## src/rtl/color_space_pkg.sv

```systemverilog
// Shared definitions for the colour-space converter.
// Holds the mode encoding, coefficient format, the three conversion
// matrices (rows = output channel, columns = input channel, values scaled by
// 2^COEF_FRAC) and a helper that picks one coefficient for a given mode.
package color_space_pkg;

  typedef enum logic [1:0] {
    CSC_BYPASS      = 2'd0,
    CSC_RGB2YCC_601 = 2'd1,
    CSC_RGB2YCC_709 = 2'd2,
    CSC_YCC2RGB_601 = 2'd3
  } csc_mode_e;

  localparam int COEF_FRAC   = 14;
  localparam int COEF_W      = 17;
  localparam int CSC_LATENCY = 4;

  typedef logic signed [COEF_W-1:0] coef_t;

  // Rows: Y, Cb, Cr. Columns: R, G, B.
  localparam coef_t COEF_601_FWD [3][3] = '{
    '{ 17'sd4899,  17'sd9617,  17'sd1868},
    '{-17'sd2765, -17'sd5427,  17'sd8192},
    '{ 17'sd8192, -17'sd6860, -17'sd1332}
  };

  localparam coef_t COEF_709_FWD [3][3] = '{
    '{ 17'sd3483,  17'sd11718,  17'sd1183},
    '{-17'sd1877, -17'sd6315,   17'sd8192},
    '{ 17'sd8192, -17'sd7441,  -17'sd751}
  };

  // Rows: R, G, B. Columns: Y, Cb', Cr' (chroma already re-centred on zero).
  localparam coef_t COEF_601_INV [3][3] = '{
    '{ 17'sd16384,  17'sd0,      17'sd22970},
    '{ 17'sd16384, -17'sd5638,  -17'sd11700},
    '{ 17'sd16384,  17'sd29032,  17'sd0}
  };

  localparam coef_t COEF_UNITY = coef_t'(1 <<< COEF_FRAC);

  // Bypass is an identity matrix, so it rides the same datapath and latency;
  // (x * 2^14 + 2^13) >>> 14 returns x exactly.
  function automatic coef_t coef_sel(input csc_mode_e mode, input logic [1:0] row,
                                     input logic [1:0] col);
    case (mode)
      CSC_RGB2YCC_601: return COEF_601_FWD[row][col];
      CSC_RGB2YCC_709: return COEF_709_FWD[row][col];
      CSC_YCC2RGB_601: return COEF_601_INV[row][col];
      default:         return (row == col) ? COEF_UNITY : '0;
    endcase
  endfunction

endpackage

```

## src/rtl/csc_mac3.sv

```systemverilog
// One output channel of the converter: three signed products, sum with
// optional chroma offset and rounding bias, then shift and clamp.
// Ports:
//   clk, rst     clock, synchronous active-high reset (output register only)
//   en           pipeline advance; all registers hold when low
//   x0..x2       stage-1 operands, signed DATA_W+1 bits
//   c0..c2       coefficients for the pixel held in the operand stage
//   add_ofs      add 2^(DATA_W-1) << COEF_FRAC for the pixel in the product stage
//   y            clamped DATA_W-bit result (pipeline output register)
module csc_mac3
  import color_space_pkg::*;
#(
  parameter int DATA_W = 8
) (
  input  logic                     clk,
  input  logic                     rst,
  input  logic                     en,
  input  logic signed [DATA_W:0]   x0,
  input  logic signed [DATA_W:0]   x1,
  input  logic signed [DATA_W:0]   x2,
  input  coef_t                    c0,
  input  coef_t                    c1,
  input  coef_t                    c2,
  input  logic                     add_ofs,
  output logic        [DATA_W-1:0] y
);

  localparam int XW = DATA_W + 1;
  localparam int PW = XW + COEF_W;
  localparam int AW = DATA_W + 20;

  localparam logic signed [AW-1:0] OFS  = AW'(1) <<< (DATA_W - 1 + COEF_FRAC);
  localparam logic signed [AW-1:0] MAXV = AW'((1 <<< DATA_W) - 1);

  function automatic logic signed [AW-1:0] round_bias();
    return AW'(1) <<< (COEF_FRAC - 1);
  endfunction

  function automatic logic [DATA_W-1:0] shift_clamp(input logic signed [AW-1:0] acc);
    logic signed [AW-1:0] q;
    q = acc >>> COEF_FRAC;
    if (q < 0)         return '0;
    else if (q > MAXV) return '1;
    else               return q[DATA_W-1:0];
  endfunction

  logic signed [PW-1:0] prod0_p1, prod1_p1, prod2_p1;
  logic signed [AW-1:0] acc_p2;

  // Stage 2: products
  always_ff @(posedge clk) begin
    if (en) begin
      prod0_p1 <= PW'(x0) * PW'(c0);
      prod1_p1 <= PW'(x1) * PW'(c1);
      prod2_p1 <= PW'(x2) * PW'(c2);
    end
  end

  // Stage 3: accumulate with offset and rounding bias
  always_ff @(posedge clk) begin
    if (en) begin
      acc_p2 <= AW'(prod0_p1) + AW'(prod1_p1) + AW'(prod2_p1)
              + (add_ofs ? OFS : AW'(0)) + round_bias();
    end
  end

  // Stage 4: shift and clamp into the output register
  always_ff @(posedge clk) begin
    if (rst)     y <= '0;
    else if (en) y <= shift_clamp(acc_p2);
  end

endmodule

```

## src/rtl/color_space_converter.sv

```systemverilog
// Mode-selectable colour-space converter, one pixel (3 channels) per cycle,
// fixed 4-stage pipeline with valid/ready backpressure.
// Ports:
//   clk, rst             clock, synchronous active-high reset
//   mode_i               0 bypass, 1 RGB->YCbCr 601, 2 RGB->YCbCr 709, 3 YCbCr->RGB 601
//   s_valid_i/s_ready_o  input handshake; s_ready_o is the pipeline enable
//   s_sof_i, s_eol_i     frame/line markers; mode_i is latched on an accepted sof
//   s_data_i             {c2,c1,c0}
//   m_valid_o/m_ready_i  output handshake
//   m_sof_o, m_eol_o     markers aligned with m_data_o
//   m_data_o             converted {c2,c1,c0}
//   m_mode_o             mode the pixel on m_data_o was converted with
module color_space_converter
  import color_space_pkg::*;
#(
  parameter int DATA_W = 8
) (
  input  logic                  clk,
  input  logic                  rst,
  input  logic [1:0]            mode_i,
  input  logic                  s_valid_i,
  output logic                  s_ready_o,
  input  logic                  s_sof_i,
  input  logic                  s_eol_i,
  input  logic [3*DATA_W-1:0]   s_data_i,
  output logic                  m_valid_o,
  input  logic                  m_ready_i,
  output logic                  m_sof_o,
  output logic                  m_eol_o,
  output logic [3*DATA_W-1:0]   m_data_o,
  output logic [1:0]            m_mode_o
);

  localparam int XW = DATA_W + 1;
  localparam logic signed [XW-1:0] HALF = XW'(1 <<< (DATA_W - 1));

  logic                 en;
  logic                 accept;
  csc_mode_e            frame_mode;
  csc_mode_e            beat_mode;
  logic signed [XW-1:0] opnd [3];

  logic                 vld_p0, vld_p1, vld_p2;
  logic                 sof_p0, sof_p1, sof_p2;
  logic                 eol_p0, eol_p1, eol_p2;
  csc_mode_e            mode_p0, mode_p1, mode_p2;
  logic signed [XW-1:0] x_p0 [3];
  logic [2:0]           ofs_p1;
  logic [DATA_W-1:0]    y_ch [3];

  // No bubble collapsing: the whole pipe moves or the whole pipe holds.
  assign en        = !m_valid_o || m_ready_i;
  assign s_ready_o = en;
  assign accept    = s_valid_i && en;

  // A sof beat takes the live mode; all other beats use the frame's mode.
  assign beat_mode = s_sof_i ? csc_mode_e'(mode_i) : frame_mode;

  always_comb begin
    for (int ch = 0; ch < 3; ch++) begin
      opnd[ch] = signed'({1'b0, s_data_i[ch*DATA_W +: DATA_W]});
      if (ch != 0 && beat_mode == CSC_YCC2RGB_601) opnd[ch] = opnd[ch] - HALF;
    end
  end

  // Control path: valids, markers, mode tags
  always_ff @(posedge clk) begin
    if (rst) begin
      frame_mode <= CSC_RGB2YCC_601;
      vld_p0     <= 1'b0;
      vld_p1     <= 1'b0;
      vld_p2     <= 1'b0;
      m_valid_o  <= 1'b0;
      sof_p0     <= 1'b0;
      sof_p1     <= 1'b0;
      sof_p2     <= 1'b0;
      m_sof_o    <= 1'b0;
      eol_p0     <= 1'b0;
      eol_p1     <= 1'b0;
      eol_p2     <= 1'b0;
      m_eol_o    <= 1'b0;
      mode_p0    <= CSC_BYPASS;
      mode_p1    <= CSC_BYPASS;
      mode_p2    <= CSC_BYPASS;
      m_mode_o   <= 2'd0;
    end else begin
      if (accept && s_sof_i) frame_mode <= csc_mode_e'(mode_i);
      if (en) begin
        // Stage 1
        vld_p0    <= s_valid_i;
        sof_p0    <= s_sof_i;
        eol_p0    <= s_eol_i;
        mode_p0   <= beat_mode;
        // Stage 2
        vld_p1    <= vld_p0;
        sof_p1    <= sof_p0;
        eol_p1    <= eol_p0;
        mode_p1   <= mode_p0;
        // Stage 3
        vld_p2    <= vld_p1;
        sof_p2    <= sof_p1;
        eol_p2    <= eol_p1;
        mode_p2   <= mode_p1;
        // Stage 4
        m_valid_o <= vld_p2;
        m_sof_o   <= sof_p2;
        m_eol_o   <= eol_p2;
        m_mode_o  <= mode_p2;
      end
    end
  end

  // Stage 1: operand register
  always_ff @(posedge clk) begin
    if (en) begin
      for (int ch = 0; ch < 3; ch++) x_p0[ch] <= opnd[ch];
    end
  end

  // Chroma outputs of the forward transforms sit around mid-scale.
  always_comb begin
    ofs_p1 = 3'b000;
    if (mode_p1 == CSC_RGB2YCC_601 || mode_p1 == CSC_RGB2YCC_709) ofs_p1 = 3'b110;
  end

  for (genvar ch = 0; ch < 3; ch++) begin : g_ch
    csc_mac3 #(
      .DATA_W (DATA_W)
    ) u_mac (
      .clk     (clk),
      .rst     (rst),
      .en      (en),
      .x0      (x_p0[0]),
      .x1      (x_p0[1]),
      .x2      (x_p0[2]),
      .c0      (coef_sel(mode_p0, 2'(ch), 2'd0)),
      .c1      (coef_sel(mode_p0, 2'(ch), 2'd1)),
      .c2      (coef_sel(mode_p0, 2'(ch), 2'd2)),
      .add_ofs (ofs_p1[ch]),
      .y       (y_ch[ch])
    );
  end

  assign m_data_o = {y_ch[2], y_ch[1], y_ch[0]};

endmodule

```

## config.mk

```make
export PLATFORM = sky130hd
export DESIGN_NAME = color_space_converter
export DESIGN_NICKNAME = d
export VERILOG_FILES = /design/src/rtl/color_space_pkg.sv /design/src/rtl/csc_mac3.sv /design/src/rtl/color_space_converter.sv
export SDC_FILE = /design/constraint.sdc
export NUM_CORES = 2
export LEC_CHECK = 0
export BUFFER_PORTS_ARGS = -buffer_cell sky130_fd_sc_hd__buf_4
export CAP_MARGIN = 20
export CORE_MARGIN = 1.5
export CORE_UTILIZATION = 29
export CTS_CLUSTER_SIZE = 14
export DETAILED_ROUTE_END_ITERATION = 16
export PLACE_DENSITY = 0.43
export REMOVE_ABC_BUFFERS = 1
export SKIP_LAST_GASP = 1
export SLEW_MARGIN = 10
export SYNTH_ARGS = -nofsm -noshare
export SYNTH_HDL_FRONTEND = slang
export SYNTH_HIERARCHICAL = 1
export SYNTH_SLANG_ARGS = --single-unit
```

## constraint.sdc

```tcl
create_clock -name clk -period 7.8 [get_ports clk]
set_input_delay 2.34 -clock clk [delete_from_list [all_inputs] [get_ports clk]]
set_output_delay 2.34 -clock clk [all_outputs]
set_load 0.005 [all_outputs]
```

# ---- Word level (Yosys, flattened, before mapping)
# Memories as Yosys holds them, arrays and structs flattened.
# Cells that the tools add are included.
dict set report totals {
  rom_bits 0
  mem_bits_rw 27
  latch_bits 0
  register_bits 359
  mem_count 1
}
dict set report classes {
  n_mux 24
  n_eq_ne 6
  n_div 0
  multipliers 9
  shift 0
  n_addsub 14
  n_bitwise 0
  reduce_logical 6
  n_lt_le_gt_ge 6
}
# name depth word_bits read_ports rd_ports_with_merged_regs wr line
set mem_list {}
lappend mem_list {x_p0 3 9 3 0 3 color_space_converter.sv:47} ;# logic signed [XW-1:0] x_p0 [3];
# cell n
set op_table {}
lappend op_table {{17-bit one-hot mux with 3 select lines} 4}
lappend op_table {{9-bit by 17-bit multiplier with 26-bit output} 5}
lappend op_table {{28-bit by 15-bit adder with 28-bit output, second input constant} 3}
lappend op_table {{28-bit adder} 3}
lappend op_table {{9-bit by 16-bit multiplier with 25-bit output} 3}
lappend op_table {{22-bit two-way mux} 3}
lappend op_table {{15-bit one-hot mux with 2 select lines} 2}
lappend op_table {{27-bit by 26-bit adder with 28-bit output} 2}
lappend op_table {{8-bit two-way mux} 6}
lappend op_table {{15-bit one-hot mux with 3 select lines} 1}
lappend op_table {{14-bit by 9-bit > comparator with 1-bit output, second input constant} 3}
lappend op_table {{14-bit by 1-bit < comparator with 1-bit output, second input constant} 3}
lappend op_table {{17-bit one-hot mux with 2 select lines} 1}
lappend op_table {{14-bit one-hot mux with 2 select lines} 1}
lappend op_table {{25-bit by 26-bit adder with 27-bit output} 1}
lappend op_table {{26-bit by 25-bit adder with 27-bit output} 1}
lappend op_table {{26-bit by 26-bit adder with 27-bit output} 1}
lappend op_table {{25-bit by 24-bit adder with 26-bit output} 1}
lappend op_table {{9-bit by 15-bit multiplier with 24-bit output} 1}
lappend op_table {{9-bit two-way mux} 2}
lappend op_table {{8-bit by 8-bit subtractor with 9-bit output, second input constant} 2}
lappend op_table {{2-bit == test, second input constant} 4}
lappend op_table {{2-bit by 1-bit == test with 1-bit output, second input constant} 2}
lappend op_table {{3-bit two-way mux} 1}
lappend op_table {{other kinds (6)} 9}

# ---- Logic depth before layout (Yosys ltp)
dict set report depth {
  depth_word 6
  depth_mapped 24
  depth_no_buf 23
}

# ---- By module
# The synthesis kept the hierarchy.
# mod cells_each area_each_um2 n_inst
set modules_own_cells {}
lappend modules_own_cells {{csc_mac3 at g_ch[1].u_mac} 1988 20225.6 1}
lappend modules_own_cells {{csc_mac3 at g_ch[2].u_mac} 1993 20213.1 1}
lappend modules_own_cells {{csc_mac3 at g_ch[0].u_mac} 1976 20090.5 1}
lappend modules_own_cells {color_space_converter 147 1859.3 1}

# ---- Worst setup path after synthesis
# Ideal clock, no wire load.
dict set report synth_timing {
  path_type {reg-to-reg}
  from {reg mode_p0[0]}
  to {reg g_ch[1].u_mac.prod1_p1[23] (data pin)}
  arrival_ps 8208
  n_path_buf 1
  stages_incl_launch_ff 25
  required_time_ps 7536
  setup_slack_ps -671
  setup_ps 264
  cell_sequence {dfxtp_1 inv_1 ha_1 nor2_1 nor2_1 clkbuf_1 nand2_1 fa_1 inv_1 fa_1 ha_1 inv_1 fa_1 inv_1 ha_1 ha_1 fa_1 a21o_1 a311o_1 a21oi_2 o211a_1 o21bai_2 nand3_1 a31oi_1 xor2_1}
}
dict set report synth_between {
  elab_chain_cells 3
}
# element line
set synth_lines {}
lappend synth_lines {{start, declared} color_space_converter.sv:46} ;# csc_mode_e mode_p0, mode_p1, mode_p2;
lappend synth_lines {{start signal, assigned} color_space_converter.sv:93} ;# mode_p0 <= beat_mode;
lappend synth_lines {{2-bit == test or 2-bit by 1-bit == test with 1-bit output (tied branches)} color_space_pkg.sv:46} ;# case (mode)
lappend synth_lines {{17-bit one-hot mux with 3 select lines *} color_space_pkg.sv:46}
lappend synth_lines {{9-bit by 17-bit multiplier with 26-bit output *} csc_mac3.sv:54} ;# prod1_p1 <= PW'(x1) * PW'(c1);
lappend synth_lines {{end signal, assigned} csc_mac3.sv:54}
lappend synth_lines {{end, declared} csc_mac3.sv:47} ;# logic signed [PW-1:0] prod0_p1, prod1_p1, prod2_p1;
# Mark *: on every way between the ends. The rest lies on a longest branch, timed or not.
# A chain may end at the register's enable or synchronous reset.

# ---- Worst setup path in the final report
dict set report layout_timing {
  from {reg mode_p0[0]}
  to {reg g_ch[1].u_mac.prod1_p1[24] (data pin)}
}
# The elaborated chain is that of the path after synthesis.

==> qor.yml <==
status:
  status: "finished, final reports clean"
synthesis:
  synth_commonest_cells: "fa_1 (1,212), inv_1 (931), nand2_1 (690)"
  yosysMostFrequentCell: "fa_1"
  avgSynthCellArea_sq_um: 10.2
  synthArstFlopShare_pct: 0
  synthFlopType: "edfxtp_1"
  yosysWarnings: 6
  synth-edff-count: 302
  synthCells: 6104
  synth_top_area_share_pct: 38.9
  ys_seq_area_share_pct: 16.0
  netlist_area_sq_um: 62400
  yosys.area.top_type: "fa_1"
  yosys-top-cells-area: "fa_1 (39%), edfxtp_1 (15%), ha_1 (13%)"
  synth_seq_cells: 348
  ys_types: 96
final_layout:
  drive_gt1_share_pct: 4.86
  design_area_sq_um: 68900
  fill_cells: 22100
  multiInputGateArea_sq_um: 49000
  area.growth.synth_to_final_pct: 10.5
  seq_area_sq_um: 9990
  final_nets: 8205
global_route:
  antenna_found_initial: 10
  grt_max_degree: 150
  grt_pass1_vias: 44500
  gr-usage-all-layers_pct: 14.3
  grt_pass1_wl_mm: 248
  grt_overflow: 0
clocking:
  root_buffer: "clkbuf_16"
  clkLatencyLatePin_ns: 0.71
  postCtsSetupRepairBufs: 0
  htreeDepth: 2
  cts_tree: "built"
  ctsResizeCount: 0
  cts_buffers: 50
  cts_buffer_depth: 3
  clock-sinks: 348
  clk_pin_slew_ns: 0.06
  hold_buffers: 0
sta:
  finalHoldViolations: 0
  max_clock_freq_mhz: 143
  clock_skew_ns: 0.0676
  grt_setup_unrepaired: "no"
  drv_slew: 0
  timing.slew.headroom_pct: 26.9
  min_period_ns: 6.97
  post-route-period-util_pct: 89.4
  worst_pin_slew_ns: 1.10
  setup_viol: 0
  setup_slack_ns: 0.828
  whs_ns: 0.450
power:
  p_comb_share_pct: 76.0
  switching_power_uw: 13800
  clkPwrFrac_pct: 8.3
  p_per_area_nw_per_um2: 418
  power.total_uw: 28800
  intPower_uw: 15000
  power.leakage_uw: 0.0346
  ir_worst_vdd_v: 0.000253
  swShare_pct: 47.8
  seqPwrFrac_pct: 15.8
critical_path:
  max_stage_delay_ns: 0.68
  path_max_fanout: 31
  cp_data_arrival_time_ns: 7.41
  crit_top_cell: "fa_1"
  criticalPathCategory: "reg -> reg"
  start_kind: "flip-flop"
  required_ns: 8.24
  critPathTopFamily: "adder cells"
  crit_slowest_cell: "nor2_4"
  rrSetupSlack_ns: 0.83
  end_kind: "flip-flop"
  cp.buffers_inverters: 3
  path_cells: "inv_1, ha_4, nor2_1, nor2_4, buf_4, nand2_1, fa_1, inv_1, fa_1, fa_1, fa_1, fa_1, ha_1, o21ai_0, o21bai_1, a41oi_2, a31oi_2, o211ai_2, a21oi_2, nor2_1, o31a_1"
drt:
  vias: 40600
  firstDrtPassIters: 5
  wirelength_mm: 150
  drt-initial-drc-count: 1685
  wl_per_cell_um: 16.3
  route.antenna.remaining_nets: 0
  drc_errors: 0
  via_per_inst: 4.41
hold_path:
  hp-class: "reg -> reg"
die:
  placeableCoreArea_sq_um: 214000
  dieArea_sq_um: 218000
  num_rows: 170
  die_h_um: 467
  start_util_pct: 29.1
  die_w_um: 467
  pin_count: 62
placed_design:
  dpl-instance-area_sq_um: 67200
  gp_congestion: 0.792
  dp_hpwl_mm: 121
  post-place-ws_ns: 0.745
  port_buffers: 61
flow_run:
  max-cap-violations: 0
==> path summary, 6_finish.rpt <==
path	cells past startpoint	startpoint	endpoint
max	21	mode_p0[0]	g_ch[1].u_mac/prod1_p1[24]
min reg2reg	2	sof_p1	sof_p1
max reg2reg	21	mode_p0[0]	g_ch[1].u_mac/prod1_p1[24]
min	2	sof_p1	sof_p1
==> cell type report <==
type,instances,area share [%]
multi-input cells,4835,71.0
flip-flops and latches,348,14.5
well taps,2838,5.15
inverters,933,5.10
clock buffers,64,1.95
repair buffers,154,1.77
clock inverters,30,0.503
diodes,3,0.0109
==> power groups by stage <==
stage	clock (uW)	combinational (uW)	sequential, uW
final	2380	21900	4550
after global routing	2560	25300	4650
after CTS	2500	22100	4610
after detailed placement	0	21800	4640
after global placement	0	21900	4640
after floorplan	0	16900	4330
==> per-stage QoR <==
stage	instances	utilization, %	TNS (ns)
4_1_cts	9201	32.2	0
3_3_place_gp	9107	31.4	0
6_report	9205	32.2	0
5_1_grt	9203	32.2	0
3_5_place_dp	9107	31.4	0
2_1_floorplan	6116	-	-105.65
==> sequential cells by signal (all words and copies together) (netlist names), 2 cells and up <==
signal and count:
mode_p1 2, m_mode_o 2, g_ch.u_mac/prod2_p1 78, g_ch.u_mac/prod0_p1 78
g_ch.u_mac/acc_p2 42, g_ch.u_mac/prod1_p1 78, frame_mode 2, x_p0 26
mode_p0 2, g_ch.u_mac/y 24, mode_p2 2
==> kinds of logic after synthesis <==
kind of cell               count (synthesis)  share of synthesized area [%]
DFF                                      348                           16.0
other                                      2                         0.0120
xor gates and xnor gates                 262                           3.68
adders and majority gates               1851                           51.7
and+or+nand+nor                         1871                           14.7
muxes                                     24                          0.385
buffers and inverters                   1138                           6.93
AOI/OAI and AO/OA                        608                           6.61
==> metal layers <==
layer	share of wire, %	vias up	track usage, %
li1	-	19500	-
met1	46	20600	19.3
met2	49	406	24.5
met3	2.7	118	1.52
met4	2.2	2	3.12
met5	0.0087	-	0
==> cells in the final DEF (no fill, tap or decap), drive strengths merged, types with 22 or more instances in the layout <==
master and count:
conb 219, buf 154, o21bai 40, inv 944, nand2 699, nand2b 44, a21o 92, nor3 27
nor2 321, xor2 70, mux2i 24, and2 656, a31oi 24, o21a 22, a21oi 207, o21ai 105
dfxtp 46, clkbuf 64, fa 1212, ha 639, xnor2 192, nand3 28, edfxtp 302
==> worst register-to-register path, delay by kind of cell, from the launching register on <==
| family | cells | cell delay (ns) |
|---|---|---|
| simple gates | 4 | 0.97 |
| flops | 1 | 0.42 |
| compound gates | 7 | 1.46 |
| buf+inv | 3 | 0.68 |
| fa+ha+maj | 7 | 3.21 |
Power figures use the tool's default switching activity.
